$ cat src/rtl/patch_serializer_pkg.sv
// -----------------------------------------------------------------------------
// patch_serializer_pkg
// Shared definitions for the patch serializer: pixel/channel/kernel sizes,
// bit-offset helpers for the window word and the packed 3x3 patch, the emitter
// state encoding, and the channel-mask search helpers used by the emitter.
// Optional feature macro used by the files that import this package:
//   PATCH_ZERO_SKIP_EN
// -----------------------------------------------------------------------------
package patch_serializer_pkg;

    localparam int DW      = 16;            // bits per pixel
    localparam int NCH     = 4;             // channels per window word
    localparam int K       = 3;             // kernel size (matches 3-row window)
    localparam int CH_W    = 2;             // channel index width
    localparam int CNT_W   = 5;             // column/row counter width
    localparam int WIN_W   = NCH * K * DW;  // 192-bit window word
    localparam int PATCH_W = K * K * DW;    // 144-bit packed patch

    typedef enum logic [0:0] {
        ST_IDLE = 1'b0,
        ST_EMIT = 1'b1
    } emit_state_e;

    // Offset of window row (0 = top/oldest image row) of channel ch in WIN.
    function automatic int win_off(input int ch, input int row);
        return ch * K * DW + row * DW;
    endfunction

    // Offset of patch pixel (row 0..2 top->bottom, col 0..2 old->new).
    function automatic int patch_off(input int row, input int col);
        return DW * (K * col + row);
    endfunction

    // Lowest channel index >= start whose mask bit is set; bit 2 = found.
    function automatic logic [2:0] first_from(input logic [NCH-1:0] mask,
                                              input logic [2:0]     start);
        logic [2:0] res;
        res = 3'b000;
        for (int k = NCH - 1; k >= 0; k--) begin
            if (mask[k] && (k >= int'(start))) begin
                res = {1'b1, 2'(k)};
            end
        end
        return res;
    endfunction

    // True when some channel above idx still has to be presented.
    function automatic logic has_after(input logic [NCH-1:0]  mask,
                                       input logic [CH_W-1:0] idx);
        logic found;
        found = 1'b0;
        for (int k = 0; k < NCH; k++) begin
            if (mask[k] && (k > int'(idx))) begin
                found = 1'b1;
            end
        end
        return found;
    endfunction

endpackage

$ cat src/rtl/patch_pack.sv
// -----------------------------------------------------------------------------
// patch_pack
// Combinational gather of one channel's 3x3 patch from three window columns.
// Ports:
//   col_old_i / col_mid_i / col_new_i : window words, oldest to newest column
//   ch_i                              : channel to gather
//   patch_o                           : pixel(i,j) at [16*(3j+i) +: 16]
//   zero_o (PATCH_ZERO_SKIP_EN only)  : all nine pixels are zero
// -----------------------------------------------------------------------------
module patch_pack
    import patch_serializer_pkg::*;
(
    input  logic [WIN_W-1:0]   col_old_i,
    input  logic [WIN_W-1:0]   col_mid_i,
    input  logic [WIN_W-1:0]   col_new_i,
    input  logic [CH_W-1:0]    ch_i,
    output logic [PATCH_W-1:0] patch_o
`ifdef PATCH_ZERO_SKIP_EN
    ,
    output logic               zero_o
`endif
);

    logic [K-1:0][WIN_W-1:0] cols_s;

    assign cols_s = {col_new_i, col_mid_i, col_old_i};

    // Window row i of column j lands at patch position (i,j).
    always_comb begin
        patch_o = '0;
        for (int j = 0; j < K; j++) begin
            for (int i = 0; i < K; i++) begin
                patch_o[patch_off(i, j) +: DW] = cols_s[j][win_off(int'(ch_i), i) +: DW];
            end
        end
    end

`ifdef PATCH_ZERO_SKIP_EN
    assign zero_o = ~|patch_o;
`endif

endmodule

$ cat src/rtl/patch_serializer.sv
// -----------------------------------------------------------------------------
// patch_serializer
// Captures the 3-row x 4-channel window one cycle after in_valid_i, keeps a
// 3-column history, forms a 3x3 patch per channel and presents the patches
// one channel per cycle on a valid/ready interface.
// Ports:
//   clk_i, rst_ni          : clock, asynchronous active-low reset
//   in_valid_i, win_i      : line-buffer strobe; window valid on win_i next cycle
//   depth_i, height_i      : image width-1 / height-1
//   out_valid_o/out_ready_i: patch handshake
//   out_data_o, out_ch_o   : packed 3x3 patch and its channel
//   out_last_o             : last patch of the frame
//   overflow_o             : sticky, a valid patch was dropped
// Optional feature: PATCH_ZERO_SKIP_EN skips channels whose patch is all zero.
// -----------------------------------------------------------------------------
module patch_serializer
    import patch_serializer_pkg::*;
(
    input  logic               clk_i,
    input  logic               rst_ni,
    input  logic               in_valid_i,
    input  logic [WIN_W-1:0]   win_i,
    input  logic [CNT_W-1:0]   depth_i,
    input  logic [CNT_W-1:0]   height_i,
    output logic               out_valid_o,
    input  logic               out_ready_i,
    output logic [PATCH_W-1:0] out_data_o,
    output logic [CH_W-1:0]    out_ch_o,
    output logic               out_last_o,
    output logic               overflow_o
);

    // Only the two older columns are stored; the newest is win_i itself
    // during the capture cycle, so a patch is formed as the column arrives.
    logic                      cap_v_q;
    logic [WIN_W-1:0]          hist_old_q, hist_mid_q;
    logic [CNT_W-1:0]          col_q, row_q;

    emit_state_e               state_q, state_d;
    logic [NCH-1:0][PATCH_W-1:0] snap_q, snap_d;
    logic [NCH-1:0]            mask_q, mask_d;
    logic                      last_col_q, last_col_d;
    logic                      out_valid_q, out_valid_d;
    logic [PATCH_W-1:0]        out_data_q, out_data_d;
    logic [CH_W-1:0]           out_ch_q, out_ch_d;
    logic                      out_last_q, out_last_d;
    logic                      overflow_q, overflow_d;

    logic [NCH-1:0][PATCH_W-1:0] pack_s;
    logic [NCH-1:0]            mask_new_s;
    logic [2:0]                first_new_s, next_s;
    logic                      patch_ok_s, last_col_s, hs_s, free_s, load_s, drop_s;

`ifdef PATCH_ZERO_SKIP_EN
    logic [NCH-1:0]            zero_s;
`endif

    for (genvar g = 0; g < NCH; g++) begin : g_pack
        patch_pack u_pack (
            .col_old_i (hist_old_q),
            .col_mid_i (hist_mid_q),
            .col_new_i (win_i),
            .ch_i      (CH_W'(g)),
            .patch_o   (pack_s[g])
`ifdef PATCH_ZERO_SKIP_EN
            ,
            .zero_o    (zero_s[g])
`endif
        );
    end

`ifdef PATCH_ZERO_SKIP_EN
    assign mask_new_s = ~zero_s;
`else
    assign mask_new_s = {NCH{1'b1}};
`endif

    // Position tests use the counters before they advance for this column.
    assign patch_ok_s  = cap_v_q && (col_q >= 5'd2) && (row_q >= 5'd2);
    assign last_col_s  = (col_q == depth_i) && (row_q == height_i);
    assign first_new_s = first_from(mask_new_s, 3'd0);
    assign next_s      = first_from(mask_q, {1'b0, out_ch_q} + 3'd1);
    assign hs_s        = out_valid_q && out_ready_i;
    // The final handshake of a patch frees the emitter in the same cycle.
    assign free_s      = (state_q == ST_IDLE) || (hs_s && !next_s[2]);
    assign load_s      = patch_ok_s && free_s && first_new_s[2];
    assign drop_s      = patch_ok_s && !free_s && first_new_s[2];

    // Capture strobe delay, column history shift and column/row counters.
    always_ff @(posedge clk_i or negedge rst_ni) begin
        if (!rst_ni) begin
            cap_v_q    <= 1'b0;
            hist_old_q <= '0;
            hist_mid_q <= '0;
            col_q      <= 5'd0;
            row_q      <= 5'd0;
        end else begin
            cap_v_q <= in_valid_i;
            if (cap_v_q) begin
                hist_old_q <= hist_mid_q;
                hist_mid_q <= win_i;
                if (col_q == depth_i) begin
                    col_q <= 5'd0;
                    row_q <= (row_q == height_i) ? 5'd0 : row_q + 5'd1;
                end else begin
                    col_q <= col_q + 5'd1;
                end
            end
        end
    end

    // Emitter next state: step through the snapshot, reload on a free slot.
    always_comb begin
        state_d     = state_q;
        snap_d      = snap_q;
        mask_d      = mask_q;
        last_col_d  = last_col_q;
        out_valid_d = out_valid_q;
        out_data_d  = out_data_q;
        out_ch_d    = out_ch_q;
        out_last_d  = out_last_q;
        overflow_d  = overflow_q;
        case (state_q)
            ST_IDLE: begin
                out_valid_d = 1'b0;
                out_last_d  = 1'b0;
            end
            ST_EMIT: begin
                if (hs_s && next_s[2]) begin
                    out_ch_d   = next_s[1:0];
                    out_data_d = snap_q[next_s[1:0]];
                    out_last_d = last_col_q && !has_after(mask_q, next_s[1:0]);
                end else if (hs_s) begin
                    state_d     = ST_IDLE;
                    out_valid_d = 1'b0;
                    out_last_d  = 1'b0;
                end else begin
                    state_d = ST_EMIT;
                end
            end
            default: begin
                state_d     = ST_IDLE;
                out_valid_d = 1'b0;
                out_last_d  = 1'b0;
            end
        endcase
        if (load_s) begin
            state_d     = ST_EMIT;
            snap_d      = pack_s;
            mask_d      = mask_new_s;
            last_col_d  = last_col_s;
            out_valid_d = 1'b1;
            out_ch_d    = first_new_s[1:0];
            out_data_d  = pack_s[first_new_s[1:0]];
            out_last_d  = last_col_s && !has_after(mask_new_s, first_new_s[1:0]);
        end else if (drop_s) begin
            overflow_d = 1'b1;
        end else begin
            overflow_d = overflow_q;
        end
    end

    // Emitter and output registers.
    always_ff @(posedge clk_i or negedge rst_ni) begin
        if (!rst_ni) begin
            state_q     <= ST_IDLE;
            snap_q      <= '0;
            mask_q      <= '0;
            last_col_q  <= 1'b0;
            out_valid_q <= 1'b0;
            out_data_q  <= '0;
            out_ch_q    <= 2'd0;
            out_last_q  <= 1'b0;
            overflow_q  <= 1'b0;
        end else begin
            state_q     <= state_d;
            snap_q      <= snap_d;
            mask_q      <= mask_d;
            last_col_q  <= last_col_d;
            out_valid_q <= out_valid_d;
            out_data_q  <= out_data_d;
            out_ch_q    <= out_ch_d;
            out_last_q  <= out_last_d;
            overflow_q  <= overflow_d;
        end
    end

    assign out_valid_o = out_valid_q;
    assign out_data_o  = out_data_q;
    assign out_ch_o    = out_ch_q;
    assign out_last_o  = out_last_q;
    assign overflow_o  = overflow_q;

endmodule

$ cat config.mk
export PLATFORM = sky130hd
export DESIGN_NAME = patch_serializer
export DESIGN_NICKNAME = d
export VERILOG_FILES = /design/src/rtl/patch_serializer_pkg.sv /design/src/rtl/patch_pack.sv /design/src/rtl/patch_serializer.sv
export SDC_FILE = /design/constraint.sdc
export NUM_CORES = 2
export LEC_CHECK = 0
export ABC_AREA = 1
export CAP_MARGIN = 25
export CORE_ASPECT_RATIO = 1.2
export CORE_MARGIN = 3
export CORE_UTILIZATION = 47
export CTS_CLUSTER_SIZE = 24
export DETAILED_ROUTE_END_ITERATION = 10
export HOLD_SLACK_MARGIN = 0.02
export PLACE_DENSITY = 0.71
export SYNTH_ARGS = -nofsm -noshare
export SYNTH_HDL_FRONTEND = slang
export SYNTH_SLANG_ARGS = --single-unit
export TNS_END_PERCENT = 10
$ cat constraint.sdc
create_clock -name clk_i -period 1.9 [get_ports clk_i]
set_input_delay 0.38 -clock clk_i [delete_from_list [all_inputs] [get_ports clk_i]]
set_output_delay 0.38 -clock clk_i [all_outputs]
set_load 0.05 [all_outputs]
* Word-level counts from Yosys, hierarchy flattened
Index checks and enable logic that the tools add are counted.
** Storage, ports and cells
- Bits in registers :: 1123
- Input port bits :: 206
** Cells by class
- $add $sub $neg :: 3
- Magnitude comparators :: 10
- Equal/unequal tests :: 5
- Multiplexer cells :: 31
- Bitwise gates (word level) :: 2
- Reductions and logical operators :: 28
** Operators with widths (number)
- 2-to-1 mux 144 bit :: 4
- binary-select mux 144 bit (select 2 bit) :: 1
- logical AND 1 bit :: 17
- 2-to-1 mux 1 bit :: 15
- 2-to-1 mux 3 bit :: 4
- adder 5 x 1 -> 5 bit, second input constant :: 2
- equality test 5 bit :: 2
- >= comparator 5 x 2 -> 1 bit, second input constant :: 2
- 2-to-1 mux 5 bit :: 2
- AND reduction 2 bit :: 4
- >= comparator 1 x 3 -> 1 bit, first input constant :: 2
- >= comparator 2 x 3 -> 1 bit, first input constant :: 2
- 2-to-1 mux 2 bit :: 3
- greater-than comparator 2 bit, first input constant :: 2
- logical NOT 1 bit :: 4
- inequality test 4 x 1 -> 1 bit, second input constant :: 1
- case mux 1 bit (2 select lines) :: 2
- nonzero test 2 bit :: 2
- adder 2 x 1 -> 3 bit, second input constant :: 1
- less-than comparator 2 x 3 -> 1 bit, second input constant :: 1
- inequality test 3 x 1 -> 1 bit, second input constant :: 1
- inequality test 3 bit, second input constant :: 1
- greater-than comparator 1 x 2 -> 1 bit, first input constant :: 1
- NOT 1 bit :: 2
- logical OR 1 bit :: 1

* Logic depth before layout (Yosys ltp)
- Depth after elaboration :: 19
- Gate-level depth with buffers :: 12
- Gate-level depth less buffers :: 11

* Hierarchy
From an unflattened synthesis, not the netlist that was laid out.
** Second synthesis, totals
- Cell total of the unflattened synthesis :: 12943
- Area total of the unflattened synthesis :: 76626.0 um^2
** By module, submodules not included
- patch_serializer :: times used 1, cells an instance 6223, area each 49219.7 um^2, sequential area each 28102.0 um^2
- patch_pack :: times used 4, cells an instance 1680, area each 6851.6 um^2, sequential area each 0.0 um^2

* Worst setup path before layout
No wires, ideal clock.
- Path kind :: reg-to-reg
- Start :: register out_ch_q[0] (netlist: out_ch_o[0])
- End :: register out_data_q[66] (netlist: out_data_o[66])
- Library setup time :: 0.118 ns
- Data arrival time :: 1.781 ns
- Required time :: 1.782 ns
- Setup slack :: 0.001 ns
- Stages on the path, launching flop included :: 12
- Buffers on the path :: 2
- Period minus slack after synthesis :: 1.899 ns
- Cells stage by stage :: dfrtp_1 > inv_1 > nand2_2 > buf_4 > clkbuf_1 > o21ai_0 > nand2_1 > nand2_1 > nand2_1 > nand2_1 > nand2_1 > nand2_1
** Between the ends
- Word-level cells in the longest chain between the ends :: 13
- Elaborated cells on any way between the ends :: 26
** RTL lines
- start, declared :: RTL line patch_serializer.sv:45 : logic [CH_W-1:0] out_ch_q, out_ch_d;
- start signal, assigned :: RTL line patch_serializer.sv:182 : out_ch_q <= out_ch_d;
- adder 2 x 1 -> 3 bit * :: RTL line patch_serializer.sv:82 : assign next_s = first_from(mask_q, {1'b0, out_ch_q} + 3'd1);
- >= comparator 2 x 3 -> 1 bit :: RTL line patch_serializer_pkg.sv:40 : if (mask[k] && (k >= int'(start))) begin
- logical AND 1 bit :: RTL line patch_serializer_pkg.sv:40
- 2-to-1 mux 3 bit (3 in a row) :: RTL line patch_serializer_pkg.sv:40
- 2-to-1 mux 3 bit * :: RTL line patch_serializer_pkg.sv:40
- branches (longest 6 deep; another with binary-select mux 144 bit (select 2 bit))
- end signal, assigned :: RTL line patch_serializer.sv:181 : out_data_q <= out_data_d;
- end, declared :: RTL line patch_serializer.sv:44 : logic [PATCH_W-1:0] out_data_q, out_data_d;
Mark *: on every way between the ends. The select of a mux whose other input is x is not followed.
A chain may end at the register's enable or synchronous reset.

* Worst setup path after layout
- Start :: register col_q[0]
- End :: register snap_q[270] in the netlist's numbering
** Between the ends
- Word-level cells in the longest chain between the ends :: 4
** RTL lines
- start, declared :: RTL line patch_serializer.sv:37 : logic [CNT_W-1:0] col_q, row_q;
- start signal, assigned :: RTL line patch_serializer.sv:106 : col_q <= col_q + 5'd1;
- >= comparator 5 x 2 -> 1 bit :: RTL line patch_serializer.sv:79 : assign patch_ok_s = cap_v_q && (col_q >= 5'd2) && (row_q >= 5'd2);
- logical AND 1 bit (2 in a row) :: RTL line patch_serializer.sv:79
- logical AND 1 bit :: RTL line patch_serializer.sv:86 : assign load_s = patch_ok_s && free_s && first_new_s[2];
- end signal, assigned :: RTL line patch_serializer.sv:177 : snap_q <= snap_d;
- end, declared :: RTL line patch_serializer.sv:40 : logic [NCH-1:0][PATCH_W-1:0] snap_q, snap_d;
No other way between the ends.

==> results.yml <==
status:
  outcome: "finished with violations"
  violations: "negative setup slack"
place:
  port_buffers: 354
  dp_cells: 7871
  dp_hpwl_um: 109000
  place_congestion: 0.914
sta:
  worstMarginPinSlew_ns: 0.772
  whs_ns: 0.237
  final_max_slew_viol_count: 0
  finalSetupViolCount: 608
  rsz0062_at_grt: "true"
  setup_ws_ns: -0.201
  slew_headroom_pct: 48.5
  fin_worst_skew_ns: 0.0241
  finalHoldViolations: 0
  fmax_mhz: 476
  fin_crit_sh_pct: 111
  fin_crit_ns: 2.10
layout:
  area_delta_synth_final_pct: 27.9
  nFillCells: 8675
  nNetsFinal: 6919
  drive_gt1_share_pct: 12.9
  layout_commonest_cell: "nand2_1"
  fin_cells: 8207
  utilization_pct: 60.9
  final_cell_mix: "3397 x nand2_1, 1117 x dfrtp_1, 572 x o21ai_0"
min_path:
  hp-class: "input pin to flip-flop"
  min_path_cells: 3
setup_path:
  crit_top_cell: "buf_16"
  crit_path_end_kind: "flip-flop"
  arrival_ns: 2.72
  path_class: "flip-flop to flip-flop"
  cp_slowest_stage_delay_ns: 0.40
  critPathSlowestCell: "dfrtp_1"
  worst_setup_path_start_kind: "flip-flop"
  required_ns: 2.52
  critical_path.cell_chain: "inv_2 > ha_4 > nor2_4 > nand3_4 > buf_6 > nand4_4 > buf_12 > inv_16 > buf_16 > buf_16 > nand2_1 > o21ai_1"
  rr_worst_depth: 12
  path_max_fanout: 17
logic_synthesis:
  yosysSeqAreaShare_pct: 57.7
  synth_edf_count: 0
  synth_nets: 6385
  ys.flop_type: "dfrtp_1"
  synthArstFlopShare_pct: 100
  synthCells: 6175
  yosysUniqueCellTypes: 30
  yosysWarnings: 0
  synth.avg_cell_area_um2: 7.88
  syn_area_mm2: 0.0487
  ys_ff_latch: 1123
power_and_ir_drop:
  p_leak_nw: 32.8
  p_total_mw: 110
  powerDensity_mw_per_mm2: 1760
  ir_worst_vdd_v: 0.00109
detailed_routing:
  vias_per_cell: 5.31
  num_vias: 43600
  initialDrtViolationCount: 4458
  wirelength_um: 168000
  drc: 0
  wire_per_inst_um: 20.4
  dr.pass1.iters: 6
  drtAntennaViolNets: 0
global_routing:
  grt_overflow: 0
  grt_pass1_vias: 42000
  grt_pass1_wl_um: 243000
  antenna_found_initial: 55
  track_usage_pct: 29.5
  grt_max_degree: 124
cts:
  root_buffer: "clkbuf_16"
  clock_path_buffers: 3
  clkTransAtPathRegs_ns: 0.06
  htreeDepth: 3
  insertion_delay_ns: 0.71
  clkSinkCount: 1123
  cts_buffers: 114
  cts_tree: "built"
die:
  die-area_mm2: 0.107
  chipHeight_um: 359
  die_w_um: 300
  start_util_pct: 47.6
  coreArea_mm2: 0.102
  boundaryPins: 355
  rows: 128
run:
  max_cap_viol_count: 0
## worst max-delay path, delay by kind of cell (launching register included)
family	cells	cell delay, ns
adders and majority gates	1	0.14
DFF	1	0.40
AOI/OAI and AO/OA	1	0.10
and+or+nand+nor	4	0.45
buffers and inverters	6	0.89
## final cells by class
cell class,instances,area [um2],share of cell area (%)
Antenna cell,40,100,0.161
Clock buffer,154,3230,5.19
Clock inverter,55,749,1.20
Inverter,359,1390,2.23
Multi-Input combinational cell,4324,17800,28.6
Sequential cell,1123,28100,45.1
Tap cell,1365,1710,2.74
Timing Repair Buffer,787,9170,14.7
## final timing paths
check | start | endpoint | slack (ns)
worst min register to register | snap_q[2]$_DFFE_PN0P_ | snap_q[2]$_DFFE_PN0P_ | 0.47
min in group asynchronous | rst_ni | hist_mid_q[160]$_DFFE_PN0P_ | 0.56
worst max register to register | col_q[0]$_DFFE_PN0P_ | snap_q[270]$_DFFE_PN0P_ | -0.20
worst max-delay path | col_q[0]$_DFFE_PN0P_ | snap_q[270]$_DFFE_PN0P_ | -0.20
worst min-delay path | win_i[123] | hist_mid_q[123]$_DFFE_PN0P_ | 0.24
max in group asynchronous | rst_ni | snap_q[58]$_DFFE_PN0P_ | 0.79
## per-stage QoR
step	area [um2]	setup slack, ns	TNS, ns
2_1_floorplan	48700	0.00131	0
3_3_place_gp	55800	-0.404	-208.78
3_5_place_dp	55800	-0.439	-225.24
4_1_cts	60700	-0.0971	-12.45
5_1_grt	62200	-0.225	-77.07
6_report	62300	-0.201	-48.82
## flip-flops by register name (all words and copies together) (netlist names), 2 cells and up
name / flops
snap_q: 576
out_ch_o: 2
row_q: 5
hist_mid_q: 192
hist_old_q: 192
out_data_o: 144
col_q: 5
## per-layer routing
layer,global-route usage [%],wire (um)
met5,0,85
met4,20.5,12400
met3,4.19,12400
met2,49.6,81900
met1,35.0,60800
## power by group
part | internal (mW) | switching [mW]
clock network | 14.1 | 9.93
logic | 18.7 | 30.5
registers | 32.0 | 4.58
## logic make-up after synthesis
| group | count (synthesis) | share of synthesized area [%] |
|---|---|---|
| and+or+nand+nor | 3620 | 28.4 |
| DFF | 1123 | 57.7 |
| buffers and inverters | 728 | 6.39 |
| AOI/OAI and AO/OA | 689 | 7.14 |
| xor gates and xnor gates | 11 | 0.198 |
| adders and majority gates | 4 | 0.103 |
## synth_stat cells, drive strengths merged (4+ instances only)
cell type	n	area share [%]
nand2	3450	27
dfrtp	1123	58
o21ai	681	7.0
inv	359	2.8
buf	252	2.7
nand3	152	1.6
clkbuf	117	0.90
nor2	12	0.11
xor2	7	0.13
a21oi	4	0.072
ha	4	0.10
xnor2	4	0.072
## timing repair
item | CTS | global route
endpoints found under the setup margin | 558 | 695
pin swaps | 10 | 18
hold buffers | 1 | 0
hold endpoints to repair | 290 | 0
gates cloned | 10 | 37
buffers inserted | 16 | 25
resized for setup | 230 | 119
Note: power is estimated with default switching activity, not from simulation.
